[config.mk]
export PLATFORM = sky130hd
export DESIGN_NAME = cacheline_burst_adaptor
export DESIGN_NICKNAME = d
export VERILOG_FILES = /design/src/rtl/cacheline_burst_adaptor.sv
export SDC_FILE = /design/constraint.sdc
export NUM_CORES = 1
export LEC_CHECK = 0
export CORE_AREA = 10 10 266 268
export DETAILED_ROUTE_END_ITERATION = 8
export DIE_AREA = 0 0 276 278
export PLACE_DENSITY = 0.59
export SYNTH_ARGS = -nofsm -noshare
export SYNTH_HDL_FRONTEND = slang
export SYNTH_SLANG_ARGS = --single-unit
[constraint.sdc]
create_clock -name clk -period 5.79 [get_ports clk]
set_input_delay 0.579 -clock clk [delete_from_list [all_inputs] [get_ports clk]]
set_output_delay 0.579 -clock clk [all_outputs]
set_load 0.02 [all_outputs]
[src/rtl/cacheline_burst_adaptor.sv]
// Bridges LLC line requests to a beat-oriented burst memory port: splits write-back lines into
// beats, assembles read beats into a line, and aborts bursts whose memory side stalls too long.
module cacheline_burst_adaptor #(
    parameter int unsigned LINE_W  = 256,
    parameter int unsigned BURST_W = 64,
    parameter int unsigned ADDR_W  = 32,
    parameter int unsigned TIMEOUT = 1024
) (
    input  logic               clk,
    input  logic               reset_n,
    input  logic [LINE_W-1:0]  line_i,
    output logic [LINE_W-1:0]  line_o,
    input  logic [ADDR_W-1:0]  address_i,
    input  logic               read_i,
    input  logic               write_i,
    output logic               resp_o,
    output logic               err_o,
    input  logic [BURST_W-1:0] burst_i,
    output logic [BURST_W-1:0] burst_o,
    output logic [ADDR_W-1:0]  address_o,
    output logic               read_o,
    output logic               write_o,
    input  logic               resp_i
);

    localparam int unsigned BEATS  = LINE_W / BURST_W;
    localparam int unsigned BEAT_W = $clog2(BEATS);
    localparam int unsigned OFF_W  = $clog2(LINE_W / 8);
    localparam int unsigned TMR_W  = (TIMEOUT > 1) ? $clog2(TIMEOUT) : 1;

    localparam logic [BEAT_W-1:0] LAST_BEAT = BEAT_W'(BEATS - 1);
    localparam logic [TMR_W-1:0]  TIMER_MAX = (TIMEOUT > 0) ? TMR_W'(TIMEOUT - 1) : '0;
    localparam logic [ADDR_W-1:0] ADDR_MASK = ~((ADDR_W'(1) << OFF_W) - ADDR_W'(1));

    typedef enum logic [1:0] {
        StIdle,
        StRdBurst,
        StWrBurst,
        StDone
    } state_e;

    state_e                          state_q;
    logic [BEAT_W-1:0]               beat_q;
    logic [TMR_W-1:0]                timer_q;
    logic [ADDR_W-1:0]               addr_q;
    logic [BEATS-1:0][BURST_W-1:0]   wbuf_q;
    logic [BEATS-1:0][BURST_W-1:0]   line_q;
    logic                            err_q;
    logic                            timeout;

    // Fires on the last silent cycle the memory is allowed before the burst is abandoned.
    assign timeout = (TIMEOUT != 0) && !resp_i && (timer_q == TIMER_MAX);

    always_ff @(posedge clk) begin
        if (!reset_n) begin
            state_q <= StIdle;
            beat_q  <= '0;
            timer_q <= '0;
            addr_q  <= '0;
            wbuf_q  <= '0;
            line_q  <= '0;
            err_q   <= 1'b0;
        end else begin
            unique case (state_q)
                StIdle: begin
                    if (read_i || write_i) begin
                        addr_q  <= address_i & ADDR_MASK;
                        beat_q  <= '0;
                        timer_q <= '0;
                        // A simultaneous write is dropped; the read takes the port.
                        if (read_i) begin
                            state_q <= StRdBurst;
                        end else begin
                            wbuf_q  <= line_i;
                            state_q <= StWrBurst;
                        end
                    end
                end
                StRdBurst, StWrBurst: begin
                    if (resp_i) begin
                        timer_q <= '0;
                        if (state_q == StRdBurst) begin
                            line_q[beat_q] <= burst_i;
                        end
                        if (beat_q == LAST_BEAT) begin
                            state_q <= StDone;
                        end else begin
                            beat_q <= beat_q + BEAT_W'(1);
                        end
                    end else if (timeout) begin
                        err_q   <= 1'b1;
                        state_q <= StDone;
                    end else if (TIMEOUT != 0) begin
                        timer_q <= timer_q + TMR_W'(1);
                    end
                end
                StDone: begin
                    err_q   <= 1'b0;
                    state_q <= StIdle;
                end
                default: state_q <= StIdle;
            endcase
        end
    end

    always_comb begin
        read_o    = (state_q == StRdBurst);
        write_o   = (state_q == StWrBurst);
        resp_o    = (state_q == StDone);
        err_o     = (state_q == StDone) && err_q;
        address_o = (read_o || write_o) ? addr_q : '0;
        burst_o   = write_o ? wbuf_q[beat_q] : '0;
        line_o    = line_q;
    end

endmodule

# ---- Yosys cells after proc, flatten, opt, wreduce, memory -nomap -nowiden
# Index checks and enable logic that the tools add are counted.
dict set report totals {
  reg_bits 554
  input_bits 357
  out_inout_bits 356
  word_cells 72
}
dict set report classes {
  add_sub_neg 2
  n_lt_le_gt_ge 2
  eq_ne 13
  muxes 24
  bitwise 1
  n_reduce_logical 17
}
# operator count
set ops {}
lappend ops {{bitwise mux 256 bit} 1}
lappend ops {{two-way mux 64 bit} 3}
lappend ops {{binary-select mux 64 bit (select 2 bit)} 1}
lappend ops {{demux 64 bit (select 2 bit)} 1}
lappend ops {{two-way mux 32 bit} 1}
lappend ops {{two-way mux 10 bit} 3}
lappend ops {{one-hot mux 10 bit (2 select lines)} 1}
lappend ops {{two-way mux 2 bit} 8}
lappend ops {{AND reduction 3 bit} 5}
lappend ops {{adder 10 x 1 -> 10 bit (second input constant)} 1}
lappend ops {{equality test 10 bit (second input constant)} 1}
lappend ops {{inequality test 2 bit (second input constant)} 5}
lappend ops {{inequality test 3 bit (second input constant)} 3}
lappend ops {{equality test 2 bit (second input constant)} 3}
lappend ops {{one-hot mux 2 bit (3 select lines)} 1}
lappend ops {{one-hot mux 2 bit (2 select lines)} 1}
lappend ops {{AND reduction 4 bit} 1}
lappend ops {{nonzero test 2 bit} 2}
lappend ops {{logical AND 1 bit} 3}
lappend ops {{< comparator 2 x 3 -> 1 bit (second input constant)} 1}
lappend ops {{adder 2 x 1 -> 2 bit (second input constant)} 1}
lappend ops {{equality test 2 x 1 -> 1 bit (second input constant)} 1}
lappend ops {{greater-or-equal comparator 2 x 1 -> 1 bit (second input constant)} 1}
lappend ops {{logical NOT 2 bit} 1}
lappend ops {{other kinds (7)} 9}

# ---- Depth between registers and ports, before layout
# Gate-level depths: netlist of run 1.
dict set report depth {
  word_depth 5
  depth_mapped 9
  mapped_depth_nobuf 6
}

# ---- Worst setup path after synthesis of run 1
# Ideal clock, no wire load.
dict set report synth_path {
  path_kind {flip-flop to output port}
  start {reg beat_q[1]}
  end {out burst_o[10]}
  t_arrival_ns 1.639
  required_ns 5.211
  path_slack_ns 3.572
  stages_incl_launch_ff 5
  n_path_buf 2
  cell_sequence {dfxtp_1 > buf_2 > buf_2 > mux4_2 > and2_1}
}
dict set report synth_via {
  elab_chain_cells 3
}
# item line_no
set synth_lines {}
lappend synth_lines {{start: declaration} 43} ;# logic [BEAT_W-1:0] beat_q;
lappend synth_lines {{start signal: assignment} 88} ;# beat_q <= beat_q + BEAT_W'(1);
lappend synth_lines {{binary-select mux 64 bit (select 2 bit)} 112} ;# burst_o = write_o ? wbuf_q[beat_q] : '0;
lappend synth_lines {{two-way mux 64 bit (implied by the code)} 112}
lappend synth_lines {{two-way mux 64 bit} 112}
lappend synth_lines {{end: declaration} 19} ;# output logic [BURST_W-1:0] burst_o,
# Every way passes these cells. The select of a mux whose other input is x is not followed.

# ---- Worst setup path after layout of run 1
dict set report layout_path {
  start {reg beat_q[1]}
  end {out burst_o[9]}
}
# The elaborated chain is that of the path after synthesis.

==> results of run 1 <==
==> per-layer routing <==
layer	wire length, um	share of wire [%]
met4	3020	3.5
met3	7390	8.6
met2	42300	49
met1	32600	38
met5	152	0.18
==> worst max-delay path: cells and delay by family, from the launching register on <==
kind / cells / cell delay, ns
buffers and inverters: 2 / 1.07
flip-flops: 1 / 0.86
multiplexers: 1 / 0.56
AND/OR/NAND/NOR: 1 / 0.17
==> cells in the final DEF, fill, tap and decap left out, types with 3 or more instances in the layout <==
master           synthesis  routed
o311ai_0                 3       3
nand3_1                  9       5
a21oi_1                540     540
clkbuf_8                 0      17
and2_1                  93      93
clkinv_2                 0       8
clkbuf_1               159       8
diode_2                  0      15
buf_12                   0       5
and3_2                   0       3
buf_4                    5      14
clkdlybuf4s50_1          0     702
nand2b_1                 6       6
nand4_1                  3       3
nand3_2                  0       4
inv_1                    7       6
mux4_2                  64      64
clkbuf_16                0      61
and3_1                   7       3
ha_1                    10       9
dfxtp_1                554     552
conb_1                   1       5
nand2_1               1087    1087
o211ai_1                 4       4
or4_1                    3       3
nor2_1                   6       6
o21ai_0                  6       6
mux2i_1                  3       3
bufinv_16                0       8
==> area by class of cell <==
cell class	instances	area, um^2
Inverter	7	33.8
Clock buffer	86	1790
Fill cell	6366	34200
Sequential cell	554	11100
Clock inverter	22	382
Antenna cell	15	37.5
Tap cell	864	1080
Timing Repair Buffer	721	7230
Multi-Input combinational cell	1880	9550
==> worst min-delay path by stage <==
stage	start	end	cells after the start
global placement	addr_q[18]$_SDFFE_PN0P_	addr_q[18]$_SDFFE_PN0P_	2
floorplan	err_q$_SDFFE_PN0P_	err_q$_SDFFE_PN0P_	2
global route	address_i[18]	addr_q[18]$_SDFFE_PN0P_	3
CTS	line_i[241]	wbuf_q[241]$_SDFFE_PN0P_	3
detailed placement	addr_q[13]$_SDFFE_PN0P_	addr_q[13]$_SDFFE_PN0P_	2
finish	addr_q[27]$_SDFFE_PN0P_	addr_q[27]$_SDFFE_PN0P_	2
==> power by group through the flow <==
stage	Clock (uW)	Combinational (uW)	Sequential, uW
2_1_floorplan	0	1240	4400
3_3_place_gp	0	2140	4410
3_5_place_dp	0	2170	4430
4_1_cts	4240	2180	4350
5_1_grt	4400	2360	4380
6_report	4140	2150	4340
==> flip-flops by register name, summed over array words and instances, names as in the netlist <==
name	count
line_o	256
wbuf_q	256
addr_q	27
timer_q	10
beat_q	2
state_q	2
err_q	1
==> per-stage QoR <==
stage	area, um^2	worst slack (ns)	hold WS, ns
2_1_floorplan	21500	3.57	0.430
3_3_place_gp	29000	2.40	0.438
3_5_place_dp	29000	2.41	0.442
4_1_cts	31200	1.72	0.449
5_1_grt	31200	1.63	0.462
6_report	31200	1.88	0.449
==> cell families (layout without fill, tap and decap cells) <==
group                      Yosys count  after routing  synth area share, %
other                                1             20               0.0175
and+or+nand+nor                   1229           1229                 23.2
buffers and inverters              216            836                 4.07
muxes                               67             67                 6.86
adders and majority gates           10             10                0.583
AOI/OAI and AO/OA                  569            569                 13.6
DFF                                554            554                 51.7
==> flow_summary.yaml, run 1 <==
run_status:
  status: "completed"
sta:
  finalHoldViolCount: 0
  slew_headroom_pct: 16.9
  clock_skew_ns: 0.0302
  rsz0062_at_grt: "false"
  fmax_ghz: 0.256
  setup_viol: 0
  min_period_ns: 3.91
  tightest_slew_ns: 1.25
  fin_crit_sh_pct: 67.6
  slew_viol_final: 0
  setup_tns_ns: 0
global_routing:
  grt_pass1_vias: 20000
  grt_pass1_wl_mm: 128
  met2_usage_pct: 36.0
  overflow: 0
  antenna_found_initial: 27
  grt_use_total_pct: 21.1
  busiest_layer: "met2"
  grt_max_degree: 257
  use_met1_pct: 23.6
  grtUsageMet3_pct: 7.63
synthesis:
  synth-edff-count: 0
  synth_flop_cell: "dfxtp_1"
  yosys.area.top_type_share_pct: 51.7
  yosysWarnings: 0
  seq_area_frac_synth_pct: 51.7
  async_reset_ff_share_pct: 0
  yosys_register_bits: 554
  synthTopCellsByArea: "dfxtp_1 52%, nand2_1 19%, a21oi_1 13%"
  synth_common_cells: "1087 x nand2_1, 554 x dfxtp_1, 540 x a21oi_1, 159 x clkbuf_1, 93 x and2_1"
  synth_largest_area_cell: "dfxtp_1"
  syn_inst: 2646
  yosysMostFrequentCell: "nand2_1"
  synth_area_um2: 21500
  ys_types: 46
  postSynthAreaPerCell_um2: 8.11
clocking:
  clock_sinks: 554
  cts_tree: "done"
  post_cts_buffers: 0
  root_buffer: "clkbuf_16"
  ctsResizeCount: 0
  cts_buffers: 60
  clkLatencyLatePin_ns: 0.65
  htreeDepth: 2
  cts_max_path_buffers: 3
  path_clk_slew_ns: 0.06
  cts_hold_buf: 0
worst_setup_path:
  timing.critical_path.required_ns: 5.21
  r2r_end: "timer_q[4]$_SDFFE_PN0P_"
  ff2ff_path_depth: 6
  reg2reg_slack_ns: 2.66
  cp-startpoint: "beat_q[1]$_SDFFE_PN0P_"
  cp.arrival_ns: 3.33
  critical_path_class: "register to output pin"
  end_kind: "output pin"
  crit_path_end: "burst_o[9]"
  reg2reg_from: "state_q[1]$_SDFFE_PN0P_"
  start_kind: "register"
  worstPathMaxFanout: 40
  cp_slowest_cell: "dfxtp_4"
  cpPeakStageDelay_ns: 0.86
  cp_cell_sequence: "buf_4, mux4_2, and2_1, clkdlybuf4s50_1"
placement:
  place_hpwl_mm: 61.2
  place_congestion: 0.867
  io_buffer_count: 702
  dp_cells: 4026
die:
  die_area_um2: 76700
  num_rows: 94
  die_h_um: 278
  initial_core_util_pct: 32.8
  chipWidth_um: 276
  coreArea_um2: 65400
  pin_count: 713
finish:
  finalNetCount: 3591
  area_growth_pct: 45.5
  final_core_util_pct: 47.7
  final_cells: 4149
  drive_above_1_share_pct: 6.21
detailed_routing:
  routed_wl_mm: 85.5
  via_per_inst: 4.92
  detail-route-antenna-nets: 0
  vias: 20400
  drt_iter0_drc: 1509
  drc_errors: 0
  wl_per_cell_um: 20.6
  first_pass_iters: 6
power:
  powerDensity_nw_per_um2: 341
  p_int_uw: 7520
  peakVddDrop_v: 0.000256
  p_total_uw: 10600
  p_switching_uw: 3120
  pwr-share-clk_pct: 38.9
  p_comb_share_pct: 20.2
  leakagePower_uw: 0.0106
  swShare_pct: 29.3
  seq_power_share_pct: 40.8
run:
  drv_cap: 0
min_path:
  hp-class: "register to register"
No activity file was read; power rests on OpenSTA's default activity.
==> run 2, diff against run 1 <==
Settings changed: CORE_AREA 10 10 266 268 to 10 10 269 271, DIE_AREA 0 0 276 278 to 0 0 279 281, PLACE_DENSITY 0.59 to 0.58.
Clock period 5.79 ns to 3.7 ns, I/O delays scaled along.
==> run 2 against run 1 <==
Hold slack got worse by 0.16 ns. Count of clock-buffer cells in the layout fell by 5. Final cell count rose by 0.60%. Clock skew fell by 0.0030 ns. Via count fell by 0.25%. Sequential share of layout area fell by 0.11 points.
==> flow_summary.yaml, run 2 (synthesized netlist as in run 1, its figures left out) <==
sta:
  rsz0062_at_grt: "false"
  slew_viol_final: 0
  clock_skew_ns: 0.0272
  slew_headroom_pct: 27.5
  setup_tns_ns: 0
  fin_crit_sh_pct: 89.0
  setup_viol: 0
  min_period_ns: 3.29
  tightest_slew_ns: 1.09
  fmax_ghz: 0.304
  finalHoldViolCount: 0
power:
  p_int_uw: 11300
  p_comb_share_pct: 21.9
  leakagePower_uw: 0.0106
  pwr-share-clk_pct: 36.1
  powerDensity_nw_per_um2: 514
  peakVddDrop_v: 0.000362
  swShare_pct: 30.0
  p_switching_uw: 4820
  seq_power_share_pct: 42.0
detailed_routing:
  first_pass_iters: 5
  via_per_inst: 4.88
  route.met3.wl_mm: 7.04
  detail-route-antenna-nets: 0
  met2_length_mm: 43.1
  vias: 20400
  topRoutingLayerUsed: "met5"
  wl_met1_mm: 33.2
  wl_per_cell_um: 20.6
  routed_wl_mm: 85.9
  drt_iter0_drc: 1466
  drc_errors: 0
global_routing:
  antenna_found_initial: 23
  grt_use_total_pct: 20.9
  overflow: 0
  grt_pass1_wl_mm: 128
  grt_pass1_vias: 20400
  grt_max_degree: 139
worst_setup_path:
  timing.critical_path.required_ns: 3.33
  end_kind: "output pin"
  start_kind: "register"
  reg2reg_from: "state_q[1]$_SDFFE_PN0P_"
  worstPathMaxFanout: 28
  critical_path_class: "register to output pin"
  cp.arrival_ns: 2.92
  ff2ff_path_depth: 6
  reg2reg_slack_ns: 1.17
  r2r_end: "timer_q[7]$_SDFFE_PN0P_"
clocking:
  cts_buffers: 59
  path_clk_slew_ns: 0.06
  post_cts_buffers: 0
  root_buffer: "clkbuf_16"
  clkLatencyLatePin_ns: 0.63
  htreeDepth: 2
  clock_sinks: 554
  cts_tree: "done"
  cts_max_path_buffers: 3
  ctsResizeCount: 0
  cts_hold_buf: 0
die:
  pin_count: 713
  die_h_um: 281
  num_rows: 95
  initial_core_util_pct: 32.1
  die_area_um2: 78400
  coreArea_um2: 66800
  chipWidth_um: 279
finish:
  final_core_util_pct: 46.9
  finalNetCount: 3614
  drive_above_1_share_pct: 6.72
  final_common_cell: "nand2_1"
  area_growth_pct: 45.9
  fill_cells: 6467
  final_cell_mix: "1087 x nand2_1, 702 x clkdlybuf4s50_1, 552 x dfxtp_1"
min_path:
  hp-class: "input port to register"
  hold_path_end: "wbuf_q[146]$_SDFFE_PN0P_"
  hold-path-cell-count: 3
  min_from: "line_i[146]"
run_status:
  status: "completed"
placement:
  place_hpwl_mm: 63.7
  io_buffer_count: 702
  place_congestion: 0.849
run:
  drv_cap: 0
run 2: changes by cell type in the layout (fill, tap and decap cells not counted), moves of 2 or more:
cell,delta
buf_12,+16
buf_4,+8
bufinv_16,-6
clkbuf_16,-2
clkbuf_8,-3
clkinv_16,-2
clkinv_2,+4
clkinv_4,+2
diode_2,-2
run 2: metal layers:
metal	global-route usage [%]	vias up
met4	7.78	18
met3	6.83	128
met2	36.6	714
li1	-	9887
met5	0	-
met1	23.3	9628
run 2: how the worst max path moves through the flow:
stage	startpoint	cells past startpoint	slack (ns)	endpoint
floorplan	beat_q[0]$_SDFFE_PN0P_	9	1.58	line_o[10]$_SDFFE_PN0P_
finish	beat_q[1]$_SDFFE_PN0P_	4	0.41	burst_o[51]
global placement	beat_q[1]$_SDFFE_PN0P_	4	0.98	burst_o[29]
CTS	beat_q[1]$_SDFFE_PN0P_	4	0.31	burst_o[29]
global route	beat_q[1]$_SDFFE_PN0P_	4	0.27	burst_o[52]
detailed placement	resp_i	5	0.95	line_o[35]$_SDFFE_PN0P_
run 2: critical path, cell delays in order (launching register included):
cell and delay (ns):
dfxtp_4 0.62, buf_12 0.30, mux4_2 0.53, and2_1 0.17, clkdlybuf4s50_1 0.63
run 2: stage by stage:
| step | instance area (um^2) | worst slack (ns) | total power, uW | std cells | hold WS, ns |
|---|---|---|---|---|---|
| 3_5_place_dp | 29400 | 0.950 | 10400 | 4059 | 0.443 |
| 4_1_cts | 31300 | 0.307 | 16300 | 4161 | 0.251 |
| 3_3_place_gp | 29400 | 0.978 | 10400 | 4059 | 0.438 |
| 5_1_grt | 31300 | 0.274 | 16800 | 4173 | 0.281 |
| 2_1_floorplan | 21500 | 1.58 | 8840 | 2650 | 0.430 |
| 6_report | 31300 | 0.408 | 16100 | 4174 | 0.287 |
run 2: final cells by class:
cell class / instances / area, um^2 / share of cell area, %
well taps: 873 / 1090 / 3.49
flip-flops and latches: 554 / 11100 / 35.5
multi-input cells: 1880 / 9540 / 30.5
repair buffers: 745 / 7610 / 24.3
inverters: 7 / 33.8 / 0.108
diodes: 13 / 32.5 / 0.104
clock inverters: 21 / 194 / 0.620
clock buffers: 81 / 1700 / 5.43
run 2: power groups by stage:
stage / clock network [uW] / registers (uW) / logic (uW)
6_report: 5810 / 6750 / 3530
5_1_grt: 6180 / 6810 / 3860
4_1_cts: 5970 / 6750 / 3570
3_5_place_dp: 0 / 6880 / 3560
3_3_place_gp: 0 / 6850 / 3510
2_1_floorplan: 0 / 6890 / 1950
==> run 3, diff against run 2 <==
Settings changed: CTS_CLUSTER_SIZE set to 24.
==> run 3 against run 2 <==
Sequential power hardly changed. Sequential cell count unchanged. First-iteration DRC count grew 3.8%. Clock power rose by 8.8%. Critical path depth stayed put. Fmax rose by 0.72%. Sequential share of layout area down 0.21 points. Worst setup slack improved by 0.024 ns. Utilization is 0.28 points higher. Largest cell class unchanged. Largest power group unchanged. Highest routed layer unchanged.
==> flow_summary.yaml, run 3 (synthesized netlist as in run 1, its figures left out) <==
die:
  initial_core_util_pct: 32.1
  chipWidth_um: 279
  die_h_um: 281
  pin_count: 713
  die_area_um2: 78400
  num_rows: 95
  coreArea_um2: 66800
finish:
  final_core_util_pct: 47.1
  multi_input_area_um2: 9540
  register_area_um2: 11100
  area_growth_pct: 46.8
  final_common_cell: "nand2_1"
  fill_cells: 6436
  finalNetCount: 3614
  drive_above_1_share_pct: 6.84
  final_cells: 4174
  final_cell_mix: "1087 x nand2_1, 702 x clkdlybuf4s50_1, 552 x dfxtp_1"
placement:
  place_hpwl_mm: 63.7
  place_congestion: 0.849
  io_buffer_count: 702
  dp_cells: 4059
worst_setup_path:
  end_kind: "output pin"
  start_kind: "register"
  cp.arrival_ns: 2.90
  reg2reg_slack_ns: 1.17
  r2r_end: "timer_q[7]$_SDFFE_PN0P_"
  reg2reg_from: "state_q[0]$_SDFFE_PN0P_"
  timing.critical_path.required_ns: 3.33
  ff2ff_path_depth: 6
  critical_path_class: "register to output pin"
  worstPathMaxFanout: 28
power:
  leakagePower_uw: 0.0107
  powerDensity_nw_per_um2: 527
  peakVddDrop_v: 0.000362
detailed_routing:
  vias: 20400
  detail-route-antenna-nets: 0
  drt_iter0_drc: 1521
  via_per_inst: 4.89
  routed_wl_mm: 86.0
  wl_per_cell_um: 20.6
  drc_errors: 0
  first_pass_iters: 5
sta:
  slew_viol_final: 0
  clock_skew_ns: 0.0183
  min_period_ns: 3.27
  timing.hold.ws_ns: 0.291
  setup_tns_ns: 0
  slew_headroom_pct: 28.7
  finalHoldViolCount: 0
  tightest_slew_ns: 1.07
  fin_crit_sh_pct: 88.3
  fmax_ghz: 0.306
  setup_viol: 0
  rsz0062_at_grt: "false"
global_routing:
  overflow: 0
  grt_max_degree: 139
  grt_pass1_wl_mm: 128
  antenna_found_initial: 23
  grt_pass1_vias: 20400
  grt_use_total_pct: 20.9
clocking:
  path_clk_slew_ns: 0.06
  cts_buffers: 59
  ctsResizeCount: 0
  post_cts_buffers: 0
  clkLatencyLatePin_ns: 0.61
  cts_hold_buf: 0
  cts_max_path_buffers: 3
  clock_sinks: 554
  root_buffer: "clkbuf_16"
  htreeDepth: 2
  cts_tree: "done"
run_status:
  status: "completed"
min_path:
  hp-class: "input port to register"
  hold_path_end: "wbuf_q[77]$_SDFFE_PN0P_"
  hold-path-cell-count: 3
  min_from: "line_i[77]"
run:
  drv_cap: 0
## run 3: cell count changes in the layout (fill, tap and decap cells not counted), sizes merged
cell and delta:
bufinv +6, clkbuf -1, clkinv -6, inv +1
## run 3: stage by stage
step	area, um^2	setup slack, ns	power [uW]
after floorplan	21500	1.58	8840
after global placement	29400	0.978	10400
after detailed placement	29400	0.950	10400
after CTS	31500	0.304	16800
after global routing	31500	0.264	17300
final	31500	0.431	16600
## run 3: power breakdown
group	internal [uW]	switching [uW]	total, uW
clock	3800	2520	6320
sequential	6470	285	6750
combinational	1480	2050	3530
total	11700	4850	16600
## run 3: worst max path at each step
stage,from,end,slack (ns),cells past startpoint
finish,beat_q[1]$_SDFFE_PN0P_,burst_o[51],0.43,4
floorplan,beat_q[0]$_SDFFE_PN0P_,line_o[10]$_SDFFE_PN0P_,1.58,9
CTS,beat_q[1]$_SDFFE_PN0P_,burst_o[29],0.30,4
global placement,beat_q[1]$_SDFFE_PN0P_,burst_o[29],0.98,4
detailed placement,resp_i,line_o[35]$_SDFFE_PN0P_,0.95,5
global route,beat_q[1]$_SDFFE_PN0P_,burst_o[51],0.26,4
## run 3: layout make-up
class	instances	share of cell area (%)
clock buffer	80	5.48
timing repair buffer	745	24.2
clock inverter	22	1.12
antenna	13	0.103
tap	873	3.47
inverter	7	0.107
sequential	554	35.3
multi-input combinational	1880	30.3
## run 3: routing by layer
metal | vias to the layer above | track usage, % | wire (um)
li1 | 9883 | - | -
met1 | 9660 | 23.4 | 33300
met2 | 736 | 36.7 | 43100
met3 | 132 | 6.78 | 7000
met4 | 18 | 7.75 | 2430
met5 | - | 0 | 143
## run 3: worst max-delay path: stages (launching register included)
cell             delay [ns]
dfxtp_4                0.62
buf_12                 0.31
mux4_2                 0.53
and2_1                 0.17
clkdlybuf4s50_1        0.61
